**src/rtl/conv_mix_ctrl_if.sv**
```systemverilog
// Bundle of handshake and bus signals between conv_mix_ctrl and its
// environment (layer scheduler, weight/feature SRAMs, conv_mix_6 datapath).
// master: the sequencer itself; slave: the surrounding system.
interface conv_mix_ctrl_if;
    logic       go;
    logic       layer;
    logic       busy;
    logic       layer_done;
    logic       w_rd_en;
    logic [8:0] w_rd_addr;
    logic       w_bit;
    logic       weight;
    logic [5:0] weight_en;
    logic       start;
    logic       state;
    logic       din_ready;
    logic       fm_rd_en;
    logic [9:0] fm_rd_addr;
    logic [5:0] mix_done;
    logic       err;

    modport master (
        input  go, layer, w_bit, din_ready, mix_done,
        output busy, layer_done, w_rd_en, w_rd_addr, weight, weight_en,
               start, state, fm_rd_en, fm_rd_addr, err
    );

    modport slave (
        output go, layer, w_bit, din_ready, mix_done,
        input  busy, layer_done, w_rd_en, w_rd_addr, weight, weight_en,
               start, state, fm_rd_en, fm_rd_addr, err
    );
endinterface

```
**src/rtl/conv_mix_ctrl.sv**
```systemverilog
// conv_mix_ctrl: per-layer sequencer for the 6-channel conv/ReLU/maxpool
// datapath. Loads 6x25 kernel bits serially, runs the layer with `start`
// held high while streaming feature-map addresses, then waits for all
// channels to report done.
// Optional watchdog: define CONV_MIX_CTRL_TIMEOUT_EN to bound RUN length
// and report overruns on `err`.
module conv_mix_ctrl #(
    parameter int KTAPS          = 25,
    parameter int NCH            = 6,
    parameter int IN_PIX_L0      = 784,
    parameter int IN_PIX_L1      = 144,
    parameter int W_BASE_L1      = 150,
    parameter int TIMEOUT_CYCLES = 4095
) (
    input  logic             clk,
    input  logic             rstn,
    conv_mix_ctrl_if.master  bus
);

    localparam logic [7:0] WCNT_LAST = 8'(NCH * KTAPS - 1);
    localparam logic [4:0] TAP_LAST  = 5'(KTAPS - 1);
    localparam logic [8:0] W_BASE1   = 9'(W_BASE_L1);
    localparam logic [9:0] PIX_L0    = 10'(IN_PIX_L0);
    localparam logic [9:0] PIX_L1    = 10'(IN_PIX_L1);

    typedef enum logic [2:0] {
        S_IDLE      = 3'd0,
        S_LOAD_W    = 3'd1,
        S_LOAD_TAIL = 3'd2,
        S_RUN       = 3'd3,
        S_FINISH    = 3'd4
    } fsm_t;

    fsm_t       fsm_r;
    logic [7:0] wcnt_r;        // weight bit being issued this cycle
    logic [4:0] wtap_r;        // tap index within the issuing channel
    logic [2:0] wch_r;         // channel of the bit being issued
    logic [2:0] ch_r;          // channel of the bit returning from SRAM
    logic       rd_v_r;        // SRAM data valid this cycle
    logic [9:0] pcnt_r;        // feature pixels consumed so far
    logic       busy_r;
    logic       layer_done_r;
    logic       w_rd_en_r;
    logic [8:0] w_rd_addr_r;
    logic       start_r;
    logic       state_r;       // latched layer mode

    logic [9:0] in_pix_s;
    logic       fm_rd_en_s;
    logic [5:0] weight_en_s;

`ifdef CONV_MIX_CTRL_TIMEOUT_EN
    localparam logic [11:0] TO_LAST = 12'(TIMEOUT_CYCLES - 1);
    logic [11:0] wdog_r;
    logic        err_r;
`endif

    // Pixel budget for the latched layer mode
    always_comb begin
        in_pix_s = PIX_L0;
        if (state_r) begin
            in_pix_s = PIX_L1;
        end else begin
            in_pix_s = PIX_L0;
        end
    end

    // Feature read strobe: only in RUN, only while pixels remain
    always_comb begin
        fm_rd_en_s = 1'b0;
        if ((fsm_r == S_RUN) && bus.din_ready && (pcnt_r < in_pix_s)) begin
            fm_rd_en_s = 1'b1;
        end else begin
            fm_rd_en_s = 1'b0;
        end
    end

    // One-hot channel enable aligned with the returning weight bit
    always_comb begin
        weight_en_s = 6'b000000;
        if (rd_v_r) begin
            weight_en_s = 6'b000001 << ch_r;
        end else begin
            weight_en_s = 6'b000000;
        end
    end

    // Sequencer FSM, counters and registered outputs
    always_ff @(posedge clk or negedge rstn) begin
        if (!rstn) begin
            fsm_r        <= S_IDLE;
            wcnt_r       <= 8'd0;
            wtap_r       <= 5'd0;
            wch_r        <= 3'd0;
            ch_r         <= 3'd0;
            rd_v_r       <= 1'b0;
            pcnt_r       <= 10'd0;
            busy_r       <= 1'b0;
            layer_done_r <= 1'b0;
            w_rd_en_r    <= 1'b0;
            w_rd_addr_r  <= 9'd0;
            start_r      <= 1'b0;
            state_r      <= 1'b0;
`ifdef CONV_MIX_CTRL_TIMEOUT_EN
            wdog_r       <= 12'd0;
            err_r        <= 1'b0;
`endif
        end else begin
            // SRAM returns data one cycle after the read, so the valid
            // flag and channel index simply trail the issue side.
            rd_v_r       <= w_rd_en_r;
            ch_r         <= wch_r;
            layer_done_r <= 1'b0;
            case (fsm_r)
                S_IDLE: begin
                    if (bus.go) begin
                        state_r     <= bus.layer;
                        wcnt_r      <= 8'd0;
                        wtap_r      <= 5'd0;
                        wch_r       <= 3'd0;
                        pcnt_r      <= 10'd0;
                        w_rd_en_r   <= 1'b1;
                        w_rd_addr_r <= bus.layer ? W_BASE1 : 9'd0;
                        busy_r      <= 1'b1;
`ifdef CONV_MIX_CTRL_TIMEOUT_EN
                        err_r       <= 1'b0;
`endif
                        fsm_r       <= S_LOAD_W;
                    end
                end
                S_LOAD_W: begin
                    if (wcnt_r == WCNT_LAST) begin
                        w_rd_en_r <= 1'b0;
                        fsm_r     <= S_LOAD_TAIL;
                    end else begin
                        wcnt_r      <= wcnt_r + 8'd1;
                        w_rd_addr_r <= w_rd_addr_r + 9'd1;
                        if (wtap_r == TAP_LAST) begin
                            wtap_r <= 5'd0;
                            wch_r  <= wch_r + 3'd1;
                        end else begin
                            wtap_r <= wtap_r + 5'd1;
                        end
                    end
                end
                S_LOAD_TAIL: begin
                    // last weight bit is on the bus this cycle
                    start_r <= 1'b1;
`ifdef CONV_MIX_CTRL_TIMEOUT_EN
                    wdog_r  <= 12'd0;
`endif
                    fsm_r   <= S_RUN;
                end
                S_RUN: begin
                    if (fm_rd_en_s) begin
                        pcnt_r <= pcnt_r + 10'd1;
                    end
                    if (bus.mix_done == 6'h3F) begin
                        start_r      <= 1'b0;
                        layer_done_r <= 1'b1;
                        fsm_r        <= S_FINISH;
                    end
`ifdef CONV_MIX_CTRL_TIMEOUT_EN
                    else if (wdog_r == TO_LAST) begin
                        start_r      <= 1'b0;
                        layer_done_r <= 1'b1;
                        err_r        <= 1'b1;
                        fsm_r        <= S_FINISH;
                    end else begin
                        wdog_r <= wdog_r + 12'd1;
                    end
`endif
                end
                S_FINISH: begin
                    busy_r <= 1'b0;
                    fsm_r  <= S_IDLE;
                end
                default: begin
                    busy_r    <= 1'b0;
                    start_r   <= 1'b0;
                    w_rd_en_r <= 1'b0;
                    fsm_r     <= S_IDLE;
                end
            endcase
        end
    end

    assign bus.busy       = busy_r;
    assign bus.layer_done = layer_done_r;
    assign bus.w_rd_en    = w_rd_en_r;
    assign bus.w_rd_addr  = w_rd_addr_r;
    assign bus.weight     = bus.w_bit;
    assign bus.weight_en  = weight_en_s;
    assign bus.start      = start_r;
    assign bus.state      = state_r;
    assign bus.fm_rd_en   = fm_rd_en_s;
    assign bus.fm_rd_addr = pcnt_r;
`ifdef CONV_MIX_CTRL_TIMEOUT_EN
    assign bus.err        = err_r;
`else
    assign bus.err        = 1'b0;
`endif

endmodule

```
**src/flat_wrapper.sv**
```systemverilog
// flat-port wrapper written by rule: the top's interface ports become plain ports
module conv_mix_ctrl_flat 
#(
    parameter int KTAPS          = 25,
    parameter int NCH            = 6,
    parameter int IN_PIX_L0      = 784,
    parameter int IN_PIX_L1      = 144,
    parameter int W_BASE_L1      = 150,
    parameter int TIMEOUT_CYCLES = 4095
)
  (clk, rstn, bus_go, bus_layer, bus_w_bit, bus_din_ready, bus_mix_done, bus_busy, bus_layer_done, bus_w_rd_en, bus_w_rd_addr, bus_weight, bus_weight_en, bus_start, bus_state, bus_fm_rd_en, bus_fm_rd_addr, bus_err);
  conv_mix_ctrl_if bus_i ();
  input  logic clk;
  input  logic rstn;
  input wire logic [$bits(bus_i.go)-1:0] bus_go;
  input wire logic [$bits(bus_i.layer)-1:0] bus_layer;
  input wire logic [$bits(bus_i.w_bit)-1:0] bus_w_bit;
  input wire logic [$bits(bus_i.din_ready)-1:0] bus_din_ready;
  input wire logic [$bits(bus_i.mix_done)-1:0] bus_mix_done;
  output wire logic [$bits(bus_i.busy)-1:0] bus_busy;
  output wire logic [$bits(bus_i.layer_done)-1:0] bus_layer_done;
  output wire logic [$bits(bus_i.w_rd_en)-1:0] bus_w_rd_en;
  output wire logic [$bits(bus_i.w_rd_addr)-1:0] bus_w_rd_addr;
  output wire logic [$bits(bus_i.weight)-1:0] bus_weight;
  output wire logic [$bits(bus_i.weight_en)-1:0] bus_weight_en;
  output wire logic [$bits(bus_i.start)-1:0] bus_start;
  output wire logic [$bits(bus_i.state)-1:0] bus_state;
  output wire logic [$bits(bus_i.fm_rd_en)-1:0] bus_fm_rd_en;
  output wire logic [$bits(bus_i.fm_rd_addr)-1:0] bus_fm_rd_addr;
  output wire logic [$bits(bus_i.err)-1:0] bus_err;
  assign bus_i.go = bus_go;
  assign bus_i.layer = bus_layer;
  assign bus_i.w_bit = bus_w_bit;
  assign bus_i.din_ready = bus_din_ready;
  assign bus_i.mix_done = bus_mix_done;
  assign bus_busy = bus_i.busy;
  assign bus_layer_done = bus_i.layer_done;
  assign bus_w_rd_en = bus_i.w_rd_en;
  assign bus_w_rd_addr = bus_i.w_rd_addr;
  assign bus_weight = bus_i.weight;
  assign bus_weight_en = bus_i.weight_en;
  assign bus_start = bus_i.start;
  assign bus_state = bus_i.state;
  assign bus_fm_rd_en = bus_i.fm_rd_en;
  assign bus_fm_rd_addr = bus_i.fm_rd_addr;
  assign bus_err = bus_i.err;
  conv_mix_ctrl #(.KTAPS(KTAPS), .NCH(NCH), .IN_PIX_L0(IN_PIX_L0), .IN_PIX_L1(IN_PIX_L1), .W_BASE_L1(W_BASE_L1), .TIMEOUT_CYCLES(TIMEOUT_CYCLES)) u_core (.clk(clk), .rstn(rstn), .bus(bus_i));
endmodule
```
**config.mk**
```make
export PLATFORM = sky130hd
export DESIGN_NAME = conv_mix_ctrl_flat
export DESIGN_NICKNAME = d
export VERILOG_FILES = /design/src/rtl/conv_mix_ctrl_if.sv /design/src/rtl/conv_mix_ctrl.sv /design/src/flat_wrapper.sv
export SDC_FILE = /design/constraint.sdc
export NUM_CORES = 1
export LEC_CHECK = 0
export ABC_AREA = 1
export BUFFER_PORTS_ARGS = -buffer_cell sky130_fd_sc_hd__buf_2
export CAP_MARGIN = 20
export CORE_AREA = 4 4 84 86
export CTS_CLUSTER_SIZE = 30
export DETAILED_ROUTE_END_ITERATION = 16
export DIE_AREA = 0 0 88 90
export PLACE_DENSITY = 0.6
export SLEW_MARGIN = 5
export SYNTH_ARGS = -nofsm -noshare
export SYNTH_HDL_FRONTEND = slang
export SYNTH_SLANG_ARGS = --single-unit
```
**constraint.sdc**
```tcl
create_clock -name clk -period 2.49 [get_ports clk]
set_clock_uncertainty 0.2 [all_clocks]
set_input_delay 0.249 -clock clk [delete_from_list [all_inputs] [get_ports clk]]
set_output_delay 0.249 -clock clk [all_outputs]
set_load 0.01 [all_outputs]
```
==> reports/qor.yml <==
vias: 2418
critical_path_required_ns: 2.04
h-tree-depth: 2
syn_area_mm2: 0.00274
min_from: "bus_mix_done[1]"
grt_pass1_vias: 2135
hold_viol_final: 0
drive_gt1_frac: 0.158
syn_nets: 399
hpwl_mm: 4.35
io_pins: 45
path_class: "reg2out"
hp-class: "in2reg"
startpoint_type: "register"
drt_wl_total_mm: 5.90
cts.reportedPaths.clkPinSlew_ns: 0.09
cp-end-kind: "output pin"
cts-resized-gates: 0
place_ws_ns: 0.521
avgSynthCellArea_um2: 7.26
grt_use_met1: 0.220
status: "finished, final reports clean"
synthCells: 377
busiest_layer: "met2"
grt_usage: 0.157
yosys-top-cells-area: "dfrtp_1 (43%), nand2_1 (18%), nand3_1 (6.4%)"
worstReg2RegStart: "u_core.fsm_r[2]"
rows: 29
grt_setup_unrepaired: "no"
yosysMostFrequentCell: "nand2_1"
final_util: 0.497
cts_tree: "done"
met3_usage: 0.0329
drc: 0
dp_cells: 487
ys_types: 28
synth_top_area_share: 0.429
yosysWarnings: 0
cp.arrival_ns: 1.77
wl_per_cell_um: 11.9
ys_ff_latch: 47
synth_edf_count: 0
grt-ovfl-total: 0
cts_max_path_buffers: 2
fp.dieH_um: 90
io_buffers: 41
antenna_left: 0
fin_crit_sh: 0.890
die_w_um: 88
clock-sinks: 47
crit_fanout: 6
clkLatencyLatePin_ns: 0.30
grt_max_degree: 31
fin_setup_tns_ns: 0
setup_slack_ns: 0.273
finalCriticalPeriod_ns: 2.22
antenna_cells: 0
grt_pass1_wl_mm: 10.1
synth_commonest_cells: "nand2_1 (134), dfrtp_1 (47), inv_1 (39), nand3_1 (35), nor2_1 (35)"
power_density_mw_per_mm2: 940
start_util: 0.436
whs_ns: 0.0323
async_flop_share: 1.00
synth_top_area_cell: "dfrtp_1"
clockRootBuffer: "clkbuf_8"
setup_viol: 0
maxCapViolCount: 0
startpoint: "u_core.bus.fm_rd_addr[9]"
fin_nets: 440
synthFlopType: "dfrtp_1"
viasPerCell: 4.88
drt-initial-drc-count: 86
final_cells: 496
ir_drop_mv: 0.473
areaGrowthSynthToFinish_pct: 13.9
seq_area_frac_synth: 0.429
core_area_mm2: 0.00628
timing.fmax_mhz: 451
cts_buffers: 5
p_leak_uw: 0.00168
dr.pass1.iters: 4
die_area_mm2: 0.00792
place_congestion: 0.760
antenna_found_initial: 0
final_max_slew_viol_count: 0
met2_usage: 0.244
==> flip-flops by register name, summed over array words and instances, names as in the netlist, 3 cells and up <==
name	count
u_core.wch_r	3
u_core.fsm_r	3
u_core.wcnt_r	8
u_core.bus.w_rd_addr	9
u_core.ch_r	3
u_core.wtap_r	5
u_core.bus.fm_rd_addr	10
==> cell families after synthesis <==
family                     after synthesis  share of synthesized area
xor gates and xnor gates                 8                     0.0256
other                                    1                    0.00137
AOI/OAI and AO/OA                       25                     0.0493
buffers and inverters                   53                     0.0813
and+or+nand+nor                        233                      0.367
DFF                                     47                      0.429
adders and majority gates               10                     0.0457
==> report_power, final <==
| group | total, µW | internal [µW] | switching (µW) |
|---|---|---|---|
| Sequential | 1170 | 958 | 210 |
| Clock | 578 | 304 | 273 |
| Combinational | 1190 | 392 | 796 |
| Total | 2930 | 1650 | 1280 |
==> area by class of cell <==
class | instances | area, µm²
Clock buffer | 5 | 68.8
Clock inverter | 3 | 47.5
Fill cell | 626 | 3160
Inverter | 43 | 161
Multi-Input combinational cell | 277 | 1340
Sequential cell | 47 | 1180
Tap cell | 77 | 96.3
Timing Repair Buffer | 44 | 230
==> worst max-delay path, cell delays in order, from the launching register on <==
cell,delay (ns)
dfrtp_1,0.43
ha_1,0.32
nand2_1,0.07
nand3_1,0.07
nor2_1,0.08
nand2_1,0.13
inv_1,0.20
buf_2,0.17
==> per-stage QoR <==
step	cell area (µm²)	power [µW]
5_1_grt	3120	3220
3_3_place_gp	2990	2360
3_5_place_dp	2990	2380
2_1_floorplan	2740	2040
4_1_cts	3120	2970
6_report	3120	2930
==> per-layer routing <==
layer | vias up | part of all wire
li1 | 1267 | -
met1 | 1102 | 0.48
met2 | 44 | 0.47
met3 | 5 | 0.049
met4 | 0 | 0.0080
met5 | - | 0
==> placed cells by master (no fill, tap or decap) <==
cell type and instances:
nand2_1 134, dfrtp_1 47, buf_2 41, inv_1 39
nor2_1 35, nand3_1 35, o21ai_0 12, ha_1 10
nand4_1 9, o21ai_1 6, nor3_1 5, nand2_2 5
xnor2_1 5, clkbuf_8 5, inv_2 4, xor2_1 3
o21bai_1 3, nor3b_1 3, nand3_2 2, a31oi_1 2
a21oi_1 2, buf_4 2, nor3_2 1, nor2_4 1
nor2_2 1, or2_2 1, nand3b_1 1, conb_1 1
inv_6 1, clkinv_4 1, bufinv_16 1, dlygate4sd3_1 1
==> path summary, 6_finish.rpt <==
check	to	slack [ns]	depth (start not counted)
worst min register to register	u_core.rd_v_r	0.23	0
worst max register to register	u_core.wch_r[1]	0.53	8
max in group asynchronous	u_core.wcnt_r[1]	1.14	3
min in group asynchronous	u_core.bus.fm_rd_addr[0]	0.21	2
worst max-delay path	bus_fm_rd_en	0.27	7
worst min-delay path	u_core.bus.layer_done	0.03	3
==> timing repair <==
action / 4_1_cts / 5_1_grt
setup buffers: 0 / 0
hold buffers: 1 / 0
endpoints found under the hold margin: 17 / 0
Note: power is estimated with default switching activity, not from simulation.
